==> config.mk <==
export PLATFORM = sky130hd
export DESIGN_NAME = router_src_arbiter
export DESIGN_NICKNAME = d
export VERILOG_FILES = /design/src/rtl/router_src_arbiter.sv
export SDC_FILE = /design/constraint.sdc
export NUM_CORES = 1
export LEC_CHECK = 0
export ABC_AREA = 0
export CORE_MARGIN = 2
export CORE_UTILIZATION = 25
export DETAILED_ROUTE_END_ITERATION = 6
export GPL_TIMING_DRIVEN = 0
export SLEW_MARGIN = 15
export SYNTH_ARGS = -nofsm -noshare
export SYNTH_HDL_FRONTEND = slang
export SYNTH_SLANG_ARGS = --single-unit
==> constraint.sdc <==
create_clock -name clock -period 4.3 [get_ports clock]
set_input_delay 0.43 -clock clock [delete_from_list [all_inputs] [get_ports clock]]
set_output_delay 0.43 -clock clock [all_outputs]
set_load 0.01 [all_outputs]
==> src/rtl/router_src_arbiter.sv <==
// Round-robin arbiter sharing the 1x3 router's single byte-wide input among NSRC
// packet sources; packets addressed to the reserved port 3 are swallowed here.
module router_src_arbiter #(
    parameter int NSRC    = 3,
    parameter int MIN_GAP = 1
) (
    input  logic              clock,
    input  logic              reset,
    input  logic [NSRC-1:0]   src_valid,
    input  logic [8*NSRC-1:0] src_data,
    output logic [NSRC-1:0]   src_ready,
    input  logic              busy,
    output logic [7:0]        rtr_data,
    output logic              rtr_pkt_valid,
    output logic [NSRC-1:0]   grant,
    output logic              drop_err,
    output logic              underrun_err
);
    localparam int            IW       = $clog2(NSRC);
    localparam logic [IW-1:0] LAST_IDX = IW'(NSRC - 1);
    localparam logic [3:0]    GAP_LAST = 4'(MIN_GAP - 1);

    typedef enum logic [2:0] {IDLE, PAYLOAD, PARITY, GAP, DROP} state_t;

    state_t        state;
    logic [6:0]    count;
    logic [3:0]    gap_count;
    logic [IW-1:0] owner;
    logic [IW-1:0] last_grant;
    logic [IW-1:0] winner;
    logic          found;
    logic [7:0]    lane [NSRC];
    logic [7:0]    head;
    logic [7:0]    owner_byte;
    logic          owner_valid;

    for (genvar i = 0; i < NSRC; i++) begin : g_lane
        assign lane[i] = src_data[8*i +: 8];
    end

    assign head        = lane[winner];
    assign owner_byte  = lane[owner];
    assign owner_valid = src_valid[owner];

    // Search starts one past the previous owner so every source gets a turn.
    always_comb begin
        int            idx;
        logic [IW-1:0] cand;
        winner = last_grant;
        found  = 1'b0;
        for (int off = 1; off <= NSRC; off++) begin
            idx = int'(last_grant) + off;
            if (idx >= NSRC) idx = idx - NSRC;
            cand = IW'(idx);
            if (!found && src_valid[cand]) begin
                found  = 1'b1;
                winner = cand;
            end
        end
    end

    always_comb begin
        src_ready = '0;
        if (!reset) begin
            case (state)
                IDLE:            if (!busy && found) src_ready[winner] = 1'b1;
                PAYLOAD, PARITY: if (!busy) src_ready[owner] = 1'b1;
                DROP:            src_ready[owner] = owner_valid;
                default:         src_ready = '0;
            endcase
        end
    end

    // A slot whose source is not valid still counts, so the packet length seen
    // by the router never depends on upstream hiccups.
    always_ff @(posedge clock) begin
        if (reset) begin
            state         <= IDLE;
            count         <= '0;
            gap_count     <= '0;
            owner         <= '0;
            last_grant    <= LAST_IDX;
            rtr_data      <= '0;
            rtr_pkt_valid <= 1'b0;
            grant         <= '0;
            drop_err      <= 1'b0;
            underrun_err  <= 1'b0;
        end else begin
            drop_err     <= 1'b0;
            underrun_err <= 1'b0;
            case (state)
                IDLE: begin
                    if (!busy && found) begin
                        owner <= winner;
                        grant <= NSRC'(1) << winner;
                        if (head[1:0] != 2'b11) begin
                            rtr_data      <= head;
                            rtr_pkt_valid <= 1'b1;
                            count         <= {1'b0, head[7:2]};
                            state         <= (head[7:2] != 6'd0) ? PAYLOAD : PARITY;
                        end else begin
                            drop_err <= 1'b1;
                            count    <= {1'b0, head[7:2]} + 7'd1;
                            state    <= DROP;
                        end
                    end
                end
                PAYLOAD: begin
                    if (!busy) begin
                        rtr_data      <= owner_valid ? owner_byte : 8'h00;
                        rtr_pkt_valid <= 1'b1;
                        underrun_err  <= !owner_valid;
                        count         <= count - 7'd1;
                        if (count == 7'd1) state <= PARITY;
                    end
                end
                PARITY: begin
                    if (!busy) begin
                        rtr_data      <= owner_valid ? owner_byte : 8'h00;
                        rtr_pkt_valid <= 1'b0;
                        underrun_err  <= !owner_valid;
                        gap_count     <= '0;
                        state         <= GAP;
                    end
                end
                GAP: begin
                    rtr_data      <= '0;
                    rtr_pkt_valid <= 1'b0;
                    grant         <= '0;
                    last_grant    <= owner;
                    if (gap_count == GAP_LAST) state <= IDLE;
                    else gap_count <= gap_count + 4'd1;
                end
                DROP: begin
                    if (owner_valid) begin
                        count <= count - 7'd1;
                        if (count == 7'd1) begin
                            grant      <= '0;
                            last_grant <= owner;
                            state      <= IDLE;
                        end
                    end
                end
                default: state <= IDLE;
            endcase
        end
    end
endmodule

# Word level (Yosys, flattened, before mapping)

Cells that the tools add are included.

Bits in registers: 32
Bits of input ports: 30
Output and inout bits: 17
Logic and storage cells: 148

Add/sub/neg operators: 9
Magnitude comparators: 12
Equality and inequality tests: 16
Shift operators: 1
Mux-type cells: 65
Bitwise operators: 6
Reduce and logical (&&, ||, !) cells: 29

Operator list:

| cell                                                                         | count |
|---|---|
| 8-bit two-way mux                                                            | 8 |
| 3-bit two-way mux                                                            | 12 |
| 8-bit binary-select mux with 2-bit select                                    | 2 |
| 7-bit two-way mux                                                            | 4 |
| 8-bit case mux with 3 select lines                                           | 1 |
| 2-bit inequality test, second input constant                                 | 11 |
| 7-bit case mux with 3 select lines                                           | 1 |
| 2-bit two-way mux                                                            | 9 |
| 3-bit case mux with 3 select lines                                           | 2 |
| 2-bit by 3-bit less-than comparator with 1-bit output, second input constant | 5 |
| 3-bit case mux with 5 select lines                                           | 1 |
| 1-bit two-way mux                                                            | 14 |
| 4-bit AND reduction                                                          | 3 |
| 3-bit by 2-bit >= comparator with 1-bit output, second input constant        | 3 |
| 3-bit nonzero test                                                           | 3 |
| 1-bit binary-select mux with 2-bit select                                    | 4 |
| 4-bit two-way mux                                                            | 2 |
| 4-bit case mux with 2 select lines                                           | 1 |
| 6-bit by 1-bit adder with 7-bit output, second input constant                | 1 |
| 7-bit by 1-bit == test with 1-bit output, second input constant              | 1 |
| 7-bit AND reduction                                                          | 1 |
| 7-bit by 1-bit subtractor with 7-bit output, second input constant           | 1 |
| 2-bit by 2-bit adder with 3-bit output, second input constant                | 2 |
| 3-bit by 2-bit == test with 1-bit output, second input constant              | 2 |
| 26 further kinds                                                             | 44 |

# Logic depth before layout (Yosys ltp)

Depth in word-level cells: 21
Mapped depth: 15
Depth with buffers taken out: 12

# Worst setup path after synthesis

Ideal clock, no wire load.

Path kind: register -> register
From: register last_grant[0]
To: register count[4]
Setup time: 0.115 ns
Arrival time: 3.208 ns
Slack: 0.977 ns
Stages on the path, launching flop included: 15
Path through: dfxtp_1 -> inv_1 -> ha_1 -> buf_6 -> mux2_4 -> a21boi_2 -> clkbuf_1 -> a21oi_1 -> o32ai_1 -> and2_1 -> inv_1 -> ha_1 -> a21boi_0 -> a211o_1 -> and3_1

Cells in the longest elaborated chain, start to end: 20
Elaborated cells on any way between the ends: 40
Classes of those cells: add/sub: 7; order compare: 3; eq/ne: 2; mux: 21; bitwise: 1; reduce/logical: 6

Ends and longest elaborated chain:

| what                                                                               | RTL line | RTL |
|---|---|---|
| start, declared                                                                    | 29       | `logic [IW-1:0] last_grant;` |
| start signal, assigned                                                             | 130      | `last_grant <= owner;` |
| start signal, assigned                                                             | 139      | `last_grant <= owner;` |
| 2-bit by 1-bit adder with 3-bit output                                             | 52       | `idx = int'(last_grant) + off;` |
| 3-bit by 2-bit >= comparator with 1-bit output or 2-bit subtractor (tied branches) | 53       | `if (idx >= NSRC) idx = idx - NSRC;` |
| 2-bit two-way mux                                                                  | 53       |  |
| 1-bit binary-select mux with 2-bit select                                          | 55       | `if (!found && src_valid[cand]) begin` |
| 1-bit two-way mux (not written as such)                                            | 55       |  |
| 1-bit two-way mux                                                                  | 55       |  |
| 1-bit logical NOT                                                                  | 55       |  |
| 1-bit logical AND                                                                  | 55       |  |
| [... 3 more ...]                                                                   | -        |  |
| 2-bit two-way mux                                                                  | 55       |  |
| 2-bit inverter with 3-bit output (not written as such)                             | 41       | `assign head = lane[winner];` |
| 8-bit binary-select mux with 2-bit select                                          | 41       |  |
| 8-bit two-way mux (not written as such) (2 in a row)                               | 41       |  |
| 6-bit by 1-bit adder with 7-bit output or 2-bit inequality test (tied branches)    | 103, 96  |  |
| 7-bit two-way mux                                                                  | 96       | `if (head[1:0] != 2'b11) begin` |
| 7-bit two-way mux                                                                  | 93       | `if (!busy && found) begin` |
| 7-bit case mux with 3 select lines                                                 | 91       | `case (state)` |
| end signal, assigned                                                               | 99       | `count <= {1'b0, head[7:2]};` |
| end signal, assigned                                                               | 103      | `count <= {1'b0, head[7:2]} + 7'd1;` |
| end signal, assigned                                                               | 113      | `count <= count - 7'd1;` |
| end, declared                                                                      | 26       | `logic [6:0] count;` |

Several ways; a longest one is shown, not always the timed one. The select of a mux whose other input is x is not followed.
A chain may end at the register's enable or synchronous reset.

# Worst setup path after layout

From: register last_grant[0]
To: output src_ready[2]

Cells in the longest elaborated chain, start to end: 19
Elaborated cells on any way between the ends: 37
Classes of those cells: add/sub: 6; order compare: 5; mux: 20; reduce/logical: 6

Ends and longest elaborated chain:

| what                                                                                                                                          | RTL line | RTL |
|---|---|---|
| 2-bit by 1-bit adder with 3-bit output                                                                                                        | 52       |  |
| 3-bit by 2-bit >= comparator with 1-bit output or 2-bit subtractor (tied branches)                                                            | 53       |  |
| 2-bit two-way mux                                                                                                                             | 53       |  |
| 1-bit binary-select mux with 2-bit select                                                                                                     | 55       |  |
| 1-bit two-way mux (not written as such)                                                                                                       | 55       |  |
| 1-bit two-way mux                                                                                                                             | 55       |  |
| 1-bit logical NOT                                                                                                                             | 55       |  |
| 1-bit logical AND                                                                                                                             | 55       |  |
| [... 3 more ...]                                                                                                                              | -        |  |
| 2-bit two-way mux                                                                                                                             | 55       |  |
| 2-bit by 3-bit less-than comparator with 1-bit output (not written as such) or 2-bit by 1-bit >= comparator with 1-bit output (tied branches) | 66       | `IDLE: if (!busy && found) src_ready[winner] = 1'b1;` |
| 1-bit logical AND (not written as such)                                                                                                       | 66       |  |
| 1-bit two-way mux (not written as such)                                                                                                       | 66       |  |
| 1-bit demux with 2-bit select                                                                                                                 | 66       |  |
| 3-bit two-way mux *                                                                                                                           | 66       |  |
| 3-bit case mux with 3 select lines *                                                                                                          | 65       | `case (state)` |
| 3-bit two-way mux *                                                                                                                           | 64       | `if (!reset) begin` |
| end, declared                                                                                                                                 | 11       | `output logic [NSRC-1:0] src_ready,` |

Every way passes the cells marked *; elsewhere a longest branch is shown, timed or not. The select of a mux whose other input is x is not followed.

==> Implementation_results.wiki <==
{| class="wikitable"
! Metric !! Value
|-
| Share of layout cells above drive strength 1 || 11.0%
|-
| Cell family with the largest share of critical-path delay || buffers and inverters
|-
| Min-delay worst type || reg2reg
|-
| Primary flip-flop cell chosen by synthesis mapping || sky130_fd_sc_hd__dfxtp_1
|-
| Vias in the first global route || about 3100
|-
| DRC violations left || 0
|-
| Startpoint type of the worst setup path || flip-flop
|-
| Area taken by flip-flops and latches || 641 um2
|-
| Insertion delay to the later sink of the worst-skew pair || approximately 0.28 ns
|-
| Die width || 112 um
|-
| Yosys warnings || 0
|-
| Total number of H-tree levels || 2
|-
| Crit path time final || 4.06 ns
|-
| Maximum vdd drop || 0.323 mV
|-
| Std cell rows || 39
|-
| Worst slew slack as a fraction of its limit || between 30% and 40%
|-
| Via count || around 3300
|-
| Post-DR wirelength/cell || around 17 um
|-
| Total routed wirelength || 10000 um
|-
| Number of nets still failing antenna checks after routing || 0
|-
| Fmax || 0.246 GHz
|-
| Worst hold margin || 0.478 ns
|-
| Number of flops mapped to enable cells by yosys || 0
|-
| Gate count of the mapped netlist || between 300 and 400
|-
| Commonest cells after routing, fill and taps aside || sky130_fd_sc_hd__a21oi_1, sky130_fd_sc_hd__clkdlybuf4s50_1, sky130_fd_sc_hd__nor2_1
|-
| TritonCTS clock tree || built
|-
| Portion of the post-synthesis area used by sequential elements || between 20% and 30%
|-
| Avg Inst Size Synth || between 7 and 8 um2
|-
| Total negative slack for setup checks || 0 ns
|-
| Residual overflow from global routing || 0
|-
| CP dominant cell by count || sky130_fd_sc_hd__buf_6
|-
| Post-Syn Nets || approximately 430
|-
| Number of buffers and inverters on the critical path || 5
|-
| Unrepaired setup endpoints after global routing || no
|-
| Root buffer selected by CTS || sky130_fd_sc_hd__clkbuf_16
|-
| Core area || approximately 11000 um2
|-
| Outcome || finished, final reports clean
|-
| Num CTS Buffers || 5
|-
| Standby leakage power || between 0.001 and 0.0015 uW
|-
| Cell area after technology mapping || roughly 2900 um2
|-
| Top Ports || 47
|-
| Effective utilization at floorplan || between 20% and 30%
|-
| Register-to-register setup slack || 0.37 ns
|-
| Count of routing violations after the opening detailed-route iteration || 210
|-
| Buffers added on ports || 44
|-
| Tot Pwr || 2070 uW
|-
| Post-synth ARST share || 0%
|-
| Placed wire-length estimate || 7600 um
|-
| Routability Congestion || approximately 0.9
|-
| CP max stage delay || 0.60 ns
|-
| Type of the worst setup path || reg2out
|-
| Clock Sinks || 32
|-
| Largest net degree at the start of global routing || 13
|-
| Synth Register Bits || 32
|-
| Antenna violations before repair || 0
|-
| Max-cap violations || 0
|-
| Height of the die || about 110 um
|-
| Sequence of cells on the critical path || inv_1 > ha_1 > buf_6 > buf_6 > mux2_2 > a222oi_1 > buf_4 > a21o_2 > nor3_2 > nand2_1 > a21boi_0 > clkdlybuf4s50_1
|-
| Fin Clk Skew || 0.00898 ns
|-
| Capturing element type of the critical path || primary output
|-
| Ratio of routed vias to standard cells || 5.71
|-
| Final hold viol count || 0
|-
| CTS Buffer Depth || 2
|-
| Multi-input gate area in the final layout || 2120 um2
|-
| Final setup vio count || 0
|-
| Filler Cell Count || around 1200
|-
| Area enclosed by the die boundary || about 13000 um2
|-
| Count of nets after finishing || ~480
|-
| Post-route clock period utilization || 94.4%
|-
| Clock transition time at the flip-flop clock pins of the worst setup and hold paths || about 0.060 ns
|-
| Slew @ Worst Pin || slightly above 0.9 ns
|-
| Required time of the critical path || 3.87 ns
|-
| Critical path arrival || around 3.6 ns
|-
| Signed area change from the synthesized netlist to the final layout || 27.0%
|-
| Slowest cell on crit path || sky130_fd_sc_hd__clkdlybuf4s50_1
|-
| Antenna diodes || 0
|-
| Max Slew Vio Count || 0
|-
| Post-CTS Hold Buffers || 0
|-
| Number of distinct library cells after synthesis || between 60 and 70
|-
| Pre-Repair DR Iteration Count || 5
|-
| Pwr per Cell Area || between 500 and 600 nW/um2
|-
| GRT Overall Usage || about 16%
|-
| First-pass GRT wire length || 16300 um
|-
| Max FO, Critical Path || 10
|}
-- state kept, by name, indices dropped and copies added, names as in the netlist --
register,count
state,3
grant,3
last_grant,2
rtr_pkt_valid,1
underrun_err,1
count,7
gap_count,4
drop_err,1
owner,2
rtr_data,8
-- cell families after synthesis --
kind of cell | share of synthesized area, %
AND/OR/NAND/NOR | 22.8
AO/OA/AOI/OAI | 35.2
XOR/XNOR | 1.79
multiplexers | 7.23
buffers and inverters | 6.64
adder cells (fa/ha/maj) | 4.59
flip-flops | 21.8
-- worst paths after layout --
| check | startpoint | endpoint | cells past startpoint |
|---|---|---|---|
| worst max-delay path | last_grant[0] | src_ready[2] | 12 |
| worst min-delay path | grant[2] | grant[2] | 2 |
| worst max register to register | last_grant[0] | count[6] | 13 |
| worst min register to register | grant[2] | grant[2] | 2 |
-- worst reg2reg max path: stages, from the launching register on --
cell and delay (ns):
sky130_fd_sc_hd__dfxtp_1 0.43, sky130_fd_sc_hd__inv_1 0.16, sky130_fd_sc_hd__ha_1 0.32, sky130_fd_sc_hd__buf_6 0.15, sky130_fd_sc_hd__mux2_4 0.33, sky130_fd_sc_hd__a21boi_2 0.22
sky130_fd_sc_hd__clkbuf_1 0.40, sky130_fd_sc_hd__a31oi_2 0.26, sky130_fd_sc_hd__mux2i_1 0.19, sky130_fd_sc_hd__a21oi_1 0.36, sky130_fd_sc_hd__ha_1 0.20, sky130_fd_sc_hd__a21boi_0 0.44
sky130_fd_sc_hd__nand4_1 0.17, sky130_fd_sc_hd__a31oi_1 0.21
-- synth_stat cells (3+ instances only) --
| master | number | share of area, % |
|---|---|---|
| sky130_fd_sc_hd__clkbuf_1 | 14 | 1.8 |
| sky130_fd_sc_hd__o2bb2ai_1 | 4 | 1.2 |
| sky130_fd_sc_hd__mux2i_1 | 16 | 5.4 |
| sky130_fd_sc_hd__and4_1 | 5 | 1.5 |
| sky130_fd_sc_hd__a211oi_2 | 8 | 3.4 |
| sky130_fd_sc_hd__xor2_1 | 3 | 0.89 |
| sky130_fd_sc_hd__o21ai_0 | 21 | 3.6 |
| sky130_fd_sc_hd__a22oi_1 | 5 | 1.3 |
| sky130_fd_sc_hd__a21boi_0 | 3 | 0.77 |
| sky130_fd_sc_hd__a32o_1 | 3 | 1.0 |
| sky130_fd_sc_hd__a21o_1 | 3 | 0.77 |
| sky130_fd_sc_hd__a211oi_1 | 6 | 1.5 |
| sky130_fd_sc_hd__ha_1 | 10 | 4.3 |
| sky130_fd_sc_hd__nand3_1 | 11 | 1.9 |
| sky130_fd_sc_hd__xnor2_1 | 3 | 0.89 |
| sky130_fd_sc_hd__a221oi_1 | 3 | 0.89 |
| sky130_fd_sc_hd__o21a_1 | 5 | 1.3 |
| sky130_fd_sc_hd__inv_1 | 14 | 1.8 |
| sky130_fd_sc_hd__a311oi_1 | 3 | 0.89 |
| sky130_fd_sc_hd__buf_6 | 4 | 1.5 |
| sky130_fd_sc_hd__nor2b_1 | 4 | 0.85 |
| sky130_fd_sc_hd__nor2_1 | 38 | 4.8 |
| sky130_fd_sc_hd__nand2_1 | 32 | 4.1 |
| sky130_fd_sc_hd__a31oi_1 | 5 | 1.1 |
| sky130_fd_sc_hd__nand4_1 | 14 | 3.0 |
| sky130_fd_sc_hd__nor3_1 | 9 | 1.5 |
| sky130_fd_sc_hd__o31ai_1 | 3 | 0.77 |
| sky130_fd_sc_hd__dfxtp_1 | 32 | 22 |
| sky130_fd_sc_hd__buf_4 | 5 | 1.3 |
| sky130_fd_sc_hd__o32ai_1 | 4 | 1.2 |
| sky130_fd_sc_hd__a21oi_1 | 44 | 7.5 |
| sky130_fd_sc_hd__nor3b_1 | 4 | 1.0 |
-- final cells by class --
type                            count  area share (%)
Tap cell                          143            4.79
Timing Repair Buffer               45            12.0
Clock buffer                        5            3.35
Sequential cell                    32            17.2
Multi-Input combinational cell    314            56.9
Buffer                             24            3.72
Inverter                           15            1.51
Clock inverter                      3           0.637
-- power breakdown --
group / switching, uW / leakage [uW] / internal (uW)
logic: 767 / 0.00101 / 488
clock network: 142 / 0.0000660 / 215
registers: 71.7 / 0.000262 / 383
-- metrics by stage --
step | std cells | worst slack (ns) | util [%] | area (um2)
after detailed placement | 572 | 0.295 | 31.1 | 3560
after global placement | 572 | 0.360 | 31.1 | 3560
final | 581 | 0.243 | 32.6 | 3730
after floorplan | 385 | 0.977 | - | 2940
after global routing | 581 | 0.0721 | 32.6 | 3730
after CTS | 580 | 0.0855 | 32.4 | 3710
-- metal layers --
layer	GRT usage, %	routed length (um)
met1	23.3	4800
met2	24.1	4390
met3	2.43	741
met4	3.33	124
met5	0	0
-- what timing repair did --
action	in CTS	in global routing
endpoints found under the setup margin	0	4
setup buffers	0	1
gates resized for setup	0	3
Power figures use the tool's default switching activity.
